[config.mk]
export PLATFORM = sky130hd
export DESIGN_NAME = password_out_mux
export DESIGN_NICKNAME = d
export VERILOG_FILES = /design/src/rtl/jisuan_out_pkg.sv /design/src/rtl/password_out_mux_rr_arb.sv /design/src/rtl/password_out_mux.sv
export SDC_FILE = /design/constraint.sdc
export NUM_CORES = 1
export LEC_CHECK = 0
export BUFFER_PORTS_ARGS = -buffer_cell sky130_fd_sc_hd__buf_2
export CAP_MARGIN = 40
export CORE_ASPECT_RATIO = 1.5
export CORE_MARGIN = 4
export CORE_UTILIZATION = 45
export CTS_BUF_LIST = sky130_fd_sc_hd__clkbuf_16
export DETAILED_ROUTE_END_ITERATION = 10
export GPL_TIMING_DRIVEN = 0
export PLACE_DENSITY = 0.78
export SLEW_MARGIN = 30
export SYNTH_ARGS = -nofsm -noshare
export SYNTH_HDL_FRONTEND = slang
export SYNTH_SLANG_ARGS = --single-unit
[constraint.sdc]
create_clock -name clk -period 14.5 [get_ports clk]
set_input_delay 1.45 -clock clk [delete_from_list [all_inputs] [get_ports clk]]
set_output_delay 1.45 -clock clk [all_outputs]
set_load 0.1 [all_outputs]
[src/rtl/jisuan_out_pkg.sv]
// jisuan_out_pkg
// Shared types and constants for the password output collector.
//   - PWD_LEN     : default password width in bytes (from `OUTPUT_LEN)
//   - pwd_t       : one password, PWD_LEN*8 bits
//   - CH_W()      : channel index width, never narrower than one bit
//   - entry_t     : FIFO entry, password plus source channel tag when
//                   JISUAN_OUT_CHID_EN is defined
//   - FOUND_CNT_W : width of the saturating found-result counter
// Optional feature macro: JISUAN_OUT_CHID_EN

`ifndef OUTPUT_LEN
`define OUTPUT_LEN 8
`endif

package jisuan_out_pkg;

  localparam int PWD_LEN     = `OUTPUT_LEN;
  localparam int FOUND_CNT_W = 16;
  localparam int MAX_CH_W    = 4;

  typedef logic [PWD_LEN*8-1:0] pwd_t;

  // $clog2 collapses to 0 for a single channel; keep index vectors legal.
  function automatic int CH_W(input int n);
    return (n <= 1) ? 1 : $clog2(n);
  endfunction

  typedef struct packed {
`ifdef JISUAN_OUT_CHID_EN
    logic [MAX_CH_W-1:0] ch;
`endif
    pwd_t pwd;
  } entry_t;

endpackage

[src/rtl/password_out_mux_rr_arb.sv]
// rr_arb
// Purely combinational round-robin arbiter. The search starts at the
// channel after last_grant and wraps modulo N.
//   req        : request vector, one bit per channel
//   last_grant : index of the most recently served channel
//   en         : when low the one-hot grant is suppressed
//   gnt        : one-hot grant (all zero when disabled or no request)
//   gnt_idx    : index of the winning requester (0 when none)

module rr_arb
  import jisuan_out_pkg::*;
#(
  parameter int N = 4,
  localparam int W = CH_W(N)
) (
  input  logic [N-1:0] req,
  input  logic [W-1:0] last_grant,
  input  logic         en,
  output logic [N-1:0] gnt,
  output logic [W-1:0] gnt_idx
);

  logic [W-1:0] cand;
  logic         hit;

  // Walk the channels starting just after the last winner; the first
  // requester found wins. gnt_idx is computed even while disabled so the
  // data select path does not depend on FIFO space or flush.
  always_comb begin
    gnt     = '0;
    gnt_idx = '0;
    cand    = '0;
    hit     = 1'b0;
    for (int i = 1; i <= N; i++) begin
      cand = W'((int'(last_grant) + i) % N);
      if (!hit && req[cand]) begin
        hit     = 1'b1;
        gnt_idx = cand;
      end
    end
    if (en && hit) begin
      gnt[gnt_idx] = 1'b1;
    end
  end

endmodule

[src/rtl/password_out_mux.sv]
// password_out_mux
// Collects found passwords from CH_NUM compute engines through a
// round-robin arbiter into a DEPTH-entry FIFO that drains to a single
// valid/ready output.
//   clk, rst    : clock, asynchronous active-high reset
//   flush       : synchronous FIFO clear (keeps last_grant and found_cnt)
//   in_vld      : per-channel result valid
//   in_rdy      : per-channel accept, at most one bit high
//   password_i  : channel k at [k*OUT_LEN*8 +: OUT_LEN*8]
//   out_vld     : FIFO head valid
//   out_rdy     : downstream accept
//   password_o  : FIFO head password
//   out_ch      : FIFO head source channel (only with JISUAN_OUT_CHID_EN)
//   found_cnt   : accepted-result count, saturating at all ones
// Optional feature macro: JISUAN_OUT_CHID_EN

`ifndef OUTPUT_LEN
`define OUTPUT_LEN 8
`endif

module password_out_mux
  import jisuan_out_pkg::*;
#(
  parameter int CH_NUM  = 4,
  parameter int OUT_LEN = `OUTPUT_LEN,
  parameter int DEPTH   = 4
) (
  input  logic                        clk,
  input  logic                        rst,
  input  logic                        flush,
  input  logic [CH_NUM-1:0]           in_vld,
  output logic [CH_NUM-1:0]           in_rdy,
  input  logic [CH_NUM*OUT_LEN*8-1:0] password_i,
  output logic                        out_vld,
  input  logic                        out_rdy,
  output logic [OUT_LEN*8-1:0]        password_o,
`ifdef JISUAN_OUT_CHID_EN
  output logic [$clog2(CH_NUM)-1:0]   out_ch,
`endif
  output logic [FOUND_CNT_W-1:0]      found_cnt
);

  localparam int AW = $clog2(DEPTH);
  localparam int PW = OUT_LEN * 8;
  localparam int GW = CH_W(CH_NUM);

  logic [PW-1:0]          mem_pwd [DEPTH];
`ifdef JISUAN_OUT_CHID_EN
  logic [GW-1:0]          mem_ch  [DEPTH];
`endif
  logic [AW-1:0]          wr_ptr;
  logic [AW-1:0]          rd_ptr;
  logic [AW:0]            count;
  logic [GW-1:0]          last_grant;
  logic [FOUND_CNT_W-1:0] found_q;

  logic                   arb_en;
  logic [GW-1:0]          gnt_idx;
  logic [PW-1:0]          pwd_in;
  logic                   push;
  logic                   pop;

  // Grants are withheld while full, flushing or in reset, so in_rdy has
  // no path from out_rdy; freed space shows up one cycle after a pop.
  assign arb_en = (count < (AW+1)'(DEPTH)) && !flush && !rst;

  rr_arb #(.N(CH_NUM)) u_arb (
    .req        (in_vld),
    .last_grant (last_grant),
    .en         (arb_en),
    .gnt        (in_rdy),
    .gnt_idx    (gnt_idx)
  );

  assign push   = |in_rdy;
  assign pop    = out_vld && out_rdy;
  assign pwd_in = password_i[gnt_idx*PW +: PW];

  assign out_vld    = (count != '0);
  assign password_o = mem_pwd[rd_ptr];
`ifdef JISUAN_OUT_CHID_EN
  assign out_ch     = mem_ch[rd_ptr];
`endif
  assign found_cnt  = found_q;

  // FIFO storage, pointers, arbiter history and the result counter.
  // Flush only empties the FIFO; a pop presented on the flush edge is
  // dropped and the arbiter has already refused any push.
  always_ff @(posedge clk or posedge rst) begin
    if (rst) begin
      wr_ptr     <= '0;
      rd_ptr     <= '0;
      count      <= '0;
      last_grant <= GW'(CH_NUM - 1);
      found_q    <= '0;
      for (int i = 0; i < DEPTH; i++) begin
        mem_pwd[i] <= '0;
`ifdef JISUAN_OUT_CHID_EN
        mem_ch[i]  <= '0;
`endif
      end
    end else if (flush) begin
      wr_ptr <= '0;
      rd_ptr <= '0;
      count  <= '0;
    end else begin
      if (push) begin
        mem_pwd[wr_ptr] <= pwd_in;
`ifdef JISUAN_OUT_CHID_EN
        mem_ch[wr_ptr]  <= gnt_idx;
`endif
        wr_ptr     <= wr_ptr + 1'b1;
        last_grant <= gnt_idx;
        if (found_q != '1) begin
          found_q <= found_q + 1'b1;
        end
      end
      if (pop) begin
        rd_ptr <= rd_ptr + 1'b1;
      end
      case ({push, pop})
        2'b10:   count <= count + 1'b1;
        2'b01:   count <= count - 1'b1;
        default: count <= count;
      endcase
    end
  end

endmodule

# ---- Yosys cells after proc, flatten, opt, wreduce, memory -nomap -nowiden
# Cells that the tools add are included.
dict set report word_totals {
  regBits 281
  in_bits 264
  wordCells 87
  output_inout_bits 85
}
dict set report classes {
  n_addsub 9
  n_reduce_logical 21
  bitwise 3
  magnitude_cmp 10
  n_shift 1
  n_eq_ne 3
  muxes 31
}
# op n
set op_table {}
lappend op_table {{256-bit bitwise mux} 1}
lappend op_table {{256-bit by 9-bit indexed part select with 64-bit output} 1}
lappend op_table {{64-bit two-way mux} 3}
lappend op_table {{64-bit binary-select mux with 2-bit select} 1}
lappend op_table {{64-bit demux with 2-bit select} 1}
lappend op_table {{16-bit by 1-bit adder with 16-bit output, second input constant} 1}
lappend op_table {{2-bit two-way mux} 8}
lappend op_table {{16-bit inequality test, second input constant} 1}
lappend op_table {{2-bit by 3-bit < comparator with 1-bit output, second input constant} 5}
lappend op_table {{1-bit logical AND} 9}
lappend op_table {{1-bit two-way mux} 9}
lappend op_table {{2-bit by 1-bit adder with 2-bit output, second input constant} 4}
lappend op_table {{1-bit binary-select mux with 2-bit select} 4}
lappend op_table {{3-bit greater-or-equal comparator, second input constant} 2}
lappend op_table {{2-bit inverter with 3-bit output} 2}
lappend op_table {{3-bit case mux with 2 select lines} 1}
lappend op_table {{3-bit nonzero test} 2}
lappend op_table {{1-bit logical NOT} 5}
lappend op_table {{2-bit adder, second input constant} 2}
lappend op_table {{4-bit two-way mux} 1}
lappend op_table {{2-bit nonzero test} 2}
lappend op_table {{4-bit OR reduction} 1}
lappend op_table {{3-bit by 1-bit adder with 3-bit output, second input constant} 1}
lappend op_table {{3-bit by 1-bit < comparator with 1-bit output, second input constant} 1}
lappend op_table {{other kinds (10)} 10}

# ---- Logic depth before layout (Yosys ltp)
dict set report logic_depth {
  ltp_word 22
  ltp_mapped 9
  depth_no_buf 7
}

# ---- Cells and area by module
# Synthesis repeated with hierarchy kept, for this count alone.
dict set report hier_totals {
  cells_unflattened 846
  area_unflattened_um2 15228.4
}
# mod area_each_um2 n_inst seq_area_each_um2 cells_each
set by_module_without_submodules {}
lappend by_module_without_submodules {password_out_mux 15105.7 1 7034.2 824}
lappend by_module_without_submodules {rr_arb 122.6 1 0.0 22}

# ---- Worst setup path before layout
# Ideal clock, no wire load.
dict set report synth_path {
  kind {input-to-output}
  from {input flush}
  to {output in_rdy[0]}
  t_required_ns 13.050
  cell_stages 5
  setup_slack_ns 9.904
  t_arrival_ns 3.146
  n_path_buf 3
  path_cell_list {clkbuf_1 -> nor4_1 -> buf_2 -> clkbuf_1 -> and2_1}
}
dict set report synth_via {
  elab_chain_len 5
}
# item line
set synth_lines {}
lappend synth_lines {{start, declared} password_out_mux.sv:30} ;# input logic flush,
lappend synth_lines {{1-bit logical NOT} password_out_mux.sv:65} ;# assign arb_en = (count < (AW+1)'(DEPTH)) && !flush && !rst;
lappend synth_lines {{1-bit logical AND (2 in series)} password_out_mux.sv:65}
lappend synth_lines {{1-bit logical AND} password_out_mux_rr_arb.sv:41} ;# if (en && hit) begin
lappend synth_lines {{4-bit two-way mux} password_out_mux_rr_arb.sv:41}
lappend synth_lines {{end, declared} password_out_mux.sv:32} ;# output logic [CH_NUM-1:0] in_rdy,
# Every way passes these cells.

# ---- Worst setup path in the final report
dict set report layout_path {
  from {input in_vld[3]}
  to {output in_rdy[2]}
}
dict set report layout_via {
  elab_chain_len 17
  word_cells_on_any_way 29
  cone_classes {2 x order compare; 19 x mux; 8 x reduce/logical}
}
# item line
set layout_lines {}
lappend layout_lines {{start, declared} password_out_mux.sv:31} ;# input logic [CH_NUM-1:0] in_vld,
lappend layout_lines {{1-bit binary-select mux with 2-bit select} password_out_mux_rr_arb.sv:36} ;# if (!hit && req[cand]) begin
lappend layout_lines {{1-bit two-way mux (not written as such)} password_out_mux_rr_arb.sv:36}
lappend layout_lines {{1-bit two-way mux} password_out_mux_rr_arb.sv:36}
lappend layout_lines {{1-bit logical NOT} password_out_mux_rr_arb.sv:36}
lappend layout_lines {{1-bit logical AND} password_out_mux_rr_arb.sv:36}
lappend layout_lines {{1-bit two-way mux} password_out_mux_rr_arb.sv:36}
lappend layout_lines {{1-bit logical NOT} password_out_mux_rr_arb.sv:36}
lappend layout_lines {{1-bit logical AND} password_out_mux_rr_arb.sv:36}
lappend layout_lines {{1-bit two-way mux} password_out_mux_rr_arb.sv:36}
lappend layout_lines {{1-bit logical NOT} password_out_mux_rr_arb.sv:36}
lappend layout_lines {{1-bit logical AND} password_out_mux_rr_arb.sv:36}
lappend layout_lines {{2-bit two-way mux} password_out_mux_rr_arb.sv:36}
lappend layout_lines {{2-bit by 3-bit < comparator with 1-bit output (not written as such) or 2-bit by 1-bit greater-or-equal comparator with 1-bit output (tied branches)} password_out_mux_rr_arb.sv:42} ;# gnt[gnt_idx] = 1'b1;
lappend layout_lines {{1-bit logical AND (not written as such)} password_out_mux_rr_arb.sv:42}
lappend layout_lines {{1-bit two-way mux (not written as such)} password_out_mux_rr_arb.sv:42}
lappend layout_lines {{1-bit demux with 2-bit select} -}
lappend layout_lines {{4-bit two-way mux *} password_out_mux_rr_arb.sv:41}
# Every way passes the cells marked *; elsewhere a longest branch is shown, timed or not. The select of a mux whose other input is x is not followed.

==> impl_metrics.tcl <==
set metrics [dict create \
    status "complete, no violations" \
    hold_path_class "flop to flop" \
    skew_ps 18.6 \
    fillers 2643 \
    final_cell_mix "buf_2, dfrtp_1, nor2_1, a21oi_1" \
    hold_violations 0 \
    startpoint_type "input port" \
    min_period_over_period_pct 35.0 \
    via_count 11542 \
    grt-ovfl-total 0 \
    cap_violations 0 \
    tns_ps 0 \
    cts_inserted_buffers 28 \
    fp.dieW_um 153 \
    rows 79 \
    dieArea_um2 34300 \
    num_io_pins 349 \
    synth_area_leaders "dfrtp_1, mux4_2, a21oi_1" \
    syn_area_um2 14100 \
    avgViaCountPerCell 5.74 \
    synthSimpleGateAreaFrac_pct 9.23 \
    worst_pin_slew_ps 749 \
    clock_sinks 281 \
    relSlewSlack_pct 50.1 \
    hpwlAfterDp_um 30100 \
    first_pass_iters 5 \
    final_area_um2 17400 \
    clock_latency_ps 550 \
    synthDistinctLibCells 43 \
    yosys-mux-area-fraction_pct 10.4 \
    grt_pass1_vias 12246 \
    drc_errors 0 \
    postCtsSetupBuffers 0 \
    clkTransAtPathRegs_ps 60 \
    fmaxAchievable_mhz 197 \
    multi_input_comb_area_um2 6520 \
    antenna_left 0 \
    leakagePower_nw 7.80 \
    worstPathRequired_ps 13050 \
    peakVddDrop_v 0.000214 \
    grt_max_degree 100 \
    port_buffers 347 \
    ff_latch_area_um2 7030 \
    yosysTopAreaCell "dfrtp_1" \
    cts_buffer_depth 3 \
    synth-xor-area-share_pct 1.24 \
    slew_viol_final 0 \
    start_util_pct 45.5 \
    synth-seq-cells 281 \
    placed_cells 1959 \
    cts_resized 0 \
    worstPathArrival_ps 3620 \
    antenna_found_initial 0 \
    end_kind "output port" \
    fin_ws_ps 9430 \
    cts_hold_repair.buffers 0 \
    grt.total_usage_pct 23.9 \
    cts_root_buffer "clkbuf_16" \
    synth_top_area_share_pct 49.5 \
    fp.dieH_um 225 \
    finalSetupViolCount 0 \
    synthAdderAreaFrac_pct 0.585 \
    final_cell_count_no_fill 2012 \
    p_total_mw 4.76 \
    synth_top_family_by_area "compound AO/OA/AOI/OAI gates" \
    pre_cts_ws_ps 9390 \
    wl_per_cell_um 20.9 \
    synth_cells 1203 \
    syn-num-nets 1473 \
    cellPowerDensity_nw_per_um2 273 \
    synth_compound_area_share_pct 24.7 \
    gp_congestion 0.870 \
    yosysSeqAreaShare_pct 49.8 \
    n_antenna_cell 0 \
    grt_pass1_wl_um 65900 \
    critPathKind "input port to output port" \
    layout.nets 1855 \
    syn_area_per_cell_um2 11.7 \
    layout_commonest_cell "buf_2" \
    fin_util_pct 56.1 \
    hold_slack_ps 495 \
    h-tree-depth 1 \
    area_delta_synth_final_pct 23.3 \
    cp_max_fo 10 \
    yosys_warnings 0 \
    postPlaceCellArea_um2 16500 \
    post-route-min-period_ps 5070 \
    rsz0062_at_grt "false" \
    drt-total-wl_um 42100 \
    dr.first_iter.drc_count 758 \
    layout-drive-gt1-share_pct 37.7 \
    cts_tree "yes" \
    core_area_um2 31000 \
]
[flip-flops by register name, summed over array words and instances, names as in the netlist]
name and count:
wr_ptr 2, mem_pwd 256, found_cnt 16, count 3
last_grant 2, rd_ptr 2
[layer usage]
| metal | global-route usage [%] | share of wire, % | vias to the layer above |
|---|---|---|---|
| met4 | 9.69 | 4.2 | 0 |
| li1 | - | - | 5180 |
| met3 | 3.19 | 6.2 | 88 |
| met2 | 42.8 | 53 | 514 |
| met1 | 29.2 | 37 | 5760 |
| met5 | 0 | 0 | - |
[worst max-delay path, stage by stage]
cell     delay, ps
buf_2          140
nor2b_1        130
o21ai_1        120
and3_1         300
buf_2          490
buf_4          370
and2_1         180
buf_2          430
[final cells by class]
cell class	count	share of cell area [%]
multi-input combinational	813	37.4
clock inverter	23	1.23
clock buffer	29	4.17
tap	405	2.91
timing repair buffer	352	10.5
inverter	6	0.173
sequential	281	40.4
buffer	103	3.13
[power breakdown]
group / internal (mW) / switching (mW)
Clock: 0.433 / 0.305
Sequential: 1.14 / 0.192
Combinational: 0.758 / 1.93
Total: 2.33 / 2.43
[synth_stat cells (all sizes together)]
cell and instances:
a21boi 1, a21o 1, a21oi 258, a221oi 65
a22o 64, and2 8, and3 7, and4 3
buf 84, clkbuf 19, dfrtp 279, dfstp 2
fa 1, ha 5, inv 6, mux2 1
mux2i 2, mux4 64, nand2 13, nand2b 1
nand3 6, nand4 2, nor2 264, nor2b 2
nor3 2, nor3b 3, nor4 2, o211a 2
o21a 1, o21ai 7, o221ai 2, o31ai 1
or2 1, or3 3, or4 1, xnor2 11
xor2 9
[final timing paths]
path	from	end	slack, ps	cells past startpoint
worst min-delay path	found_cnt[9]$_DFFE_PP0P_	found_cnt[9]$_DFFE_PP0P_	490	1
worst min register to register	found_cnt[9]$_DFFE_PP0P_	found_cnt[9]$_DFFE_PP0P_	490	1
worst max register to register	count[2]$_DFFE_PP0P_	count[2]$_DFFE_PP0P_	11980	8
worst max-delay path	in_vld[3]	in_rdy[2]	9430	8
max in group asynchronous	rst	mem_pwd[35]$_DFFE_PP0P_	12510	3
min in group asynchronous	rst	count[1]$_DFFE_PP0P_	1060	2
[kinds of logic (layout without fill, tap and decap cells)]
group,count (synthesis),in the layout
adders and majority gates,6,6
DFF,281,281
AOI/OAI and AO/OA,402,402
and+or+nand+nor,318,318
xor gates and xnor gates,20,20
muxes,67,67
buffers and inverters,109,513
(Power assumes the default switching activity.)
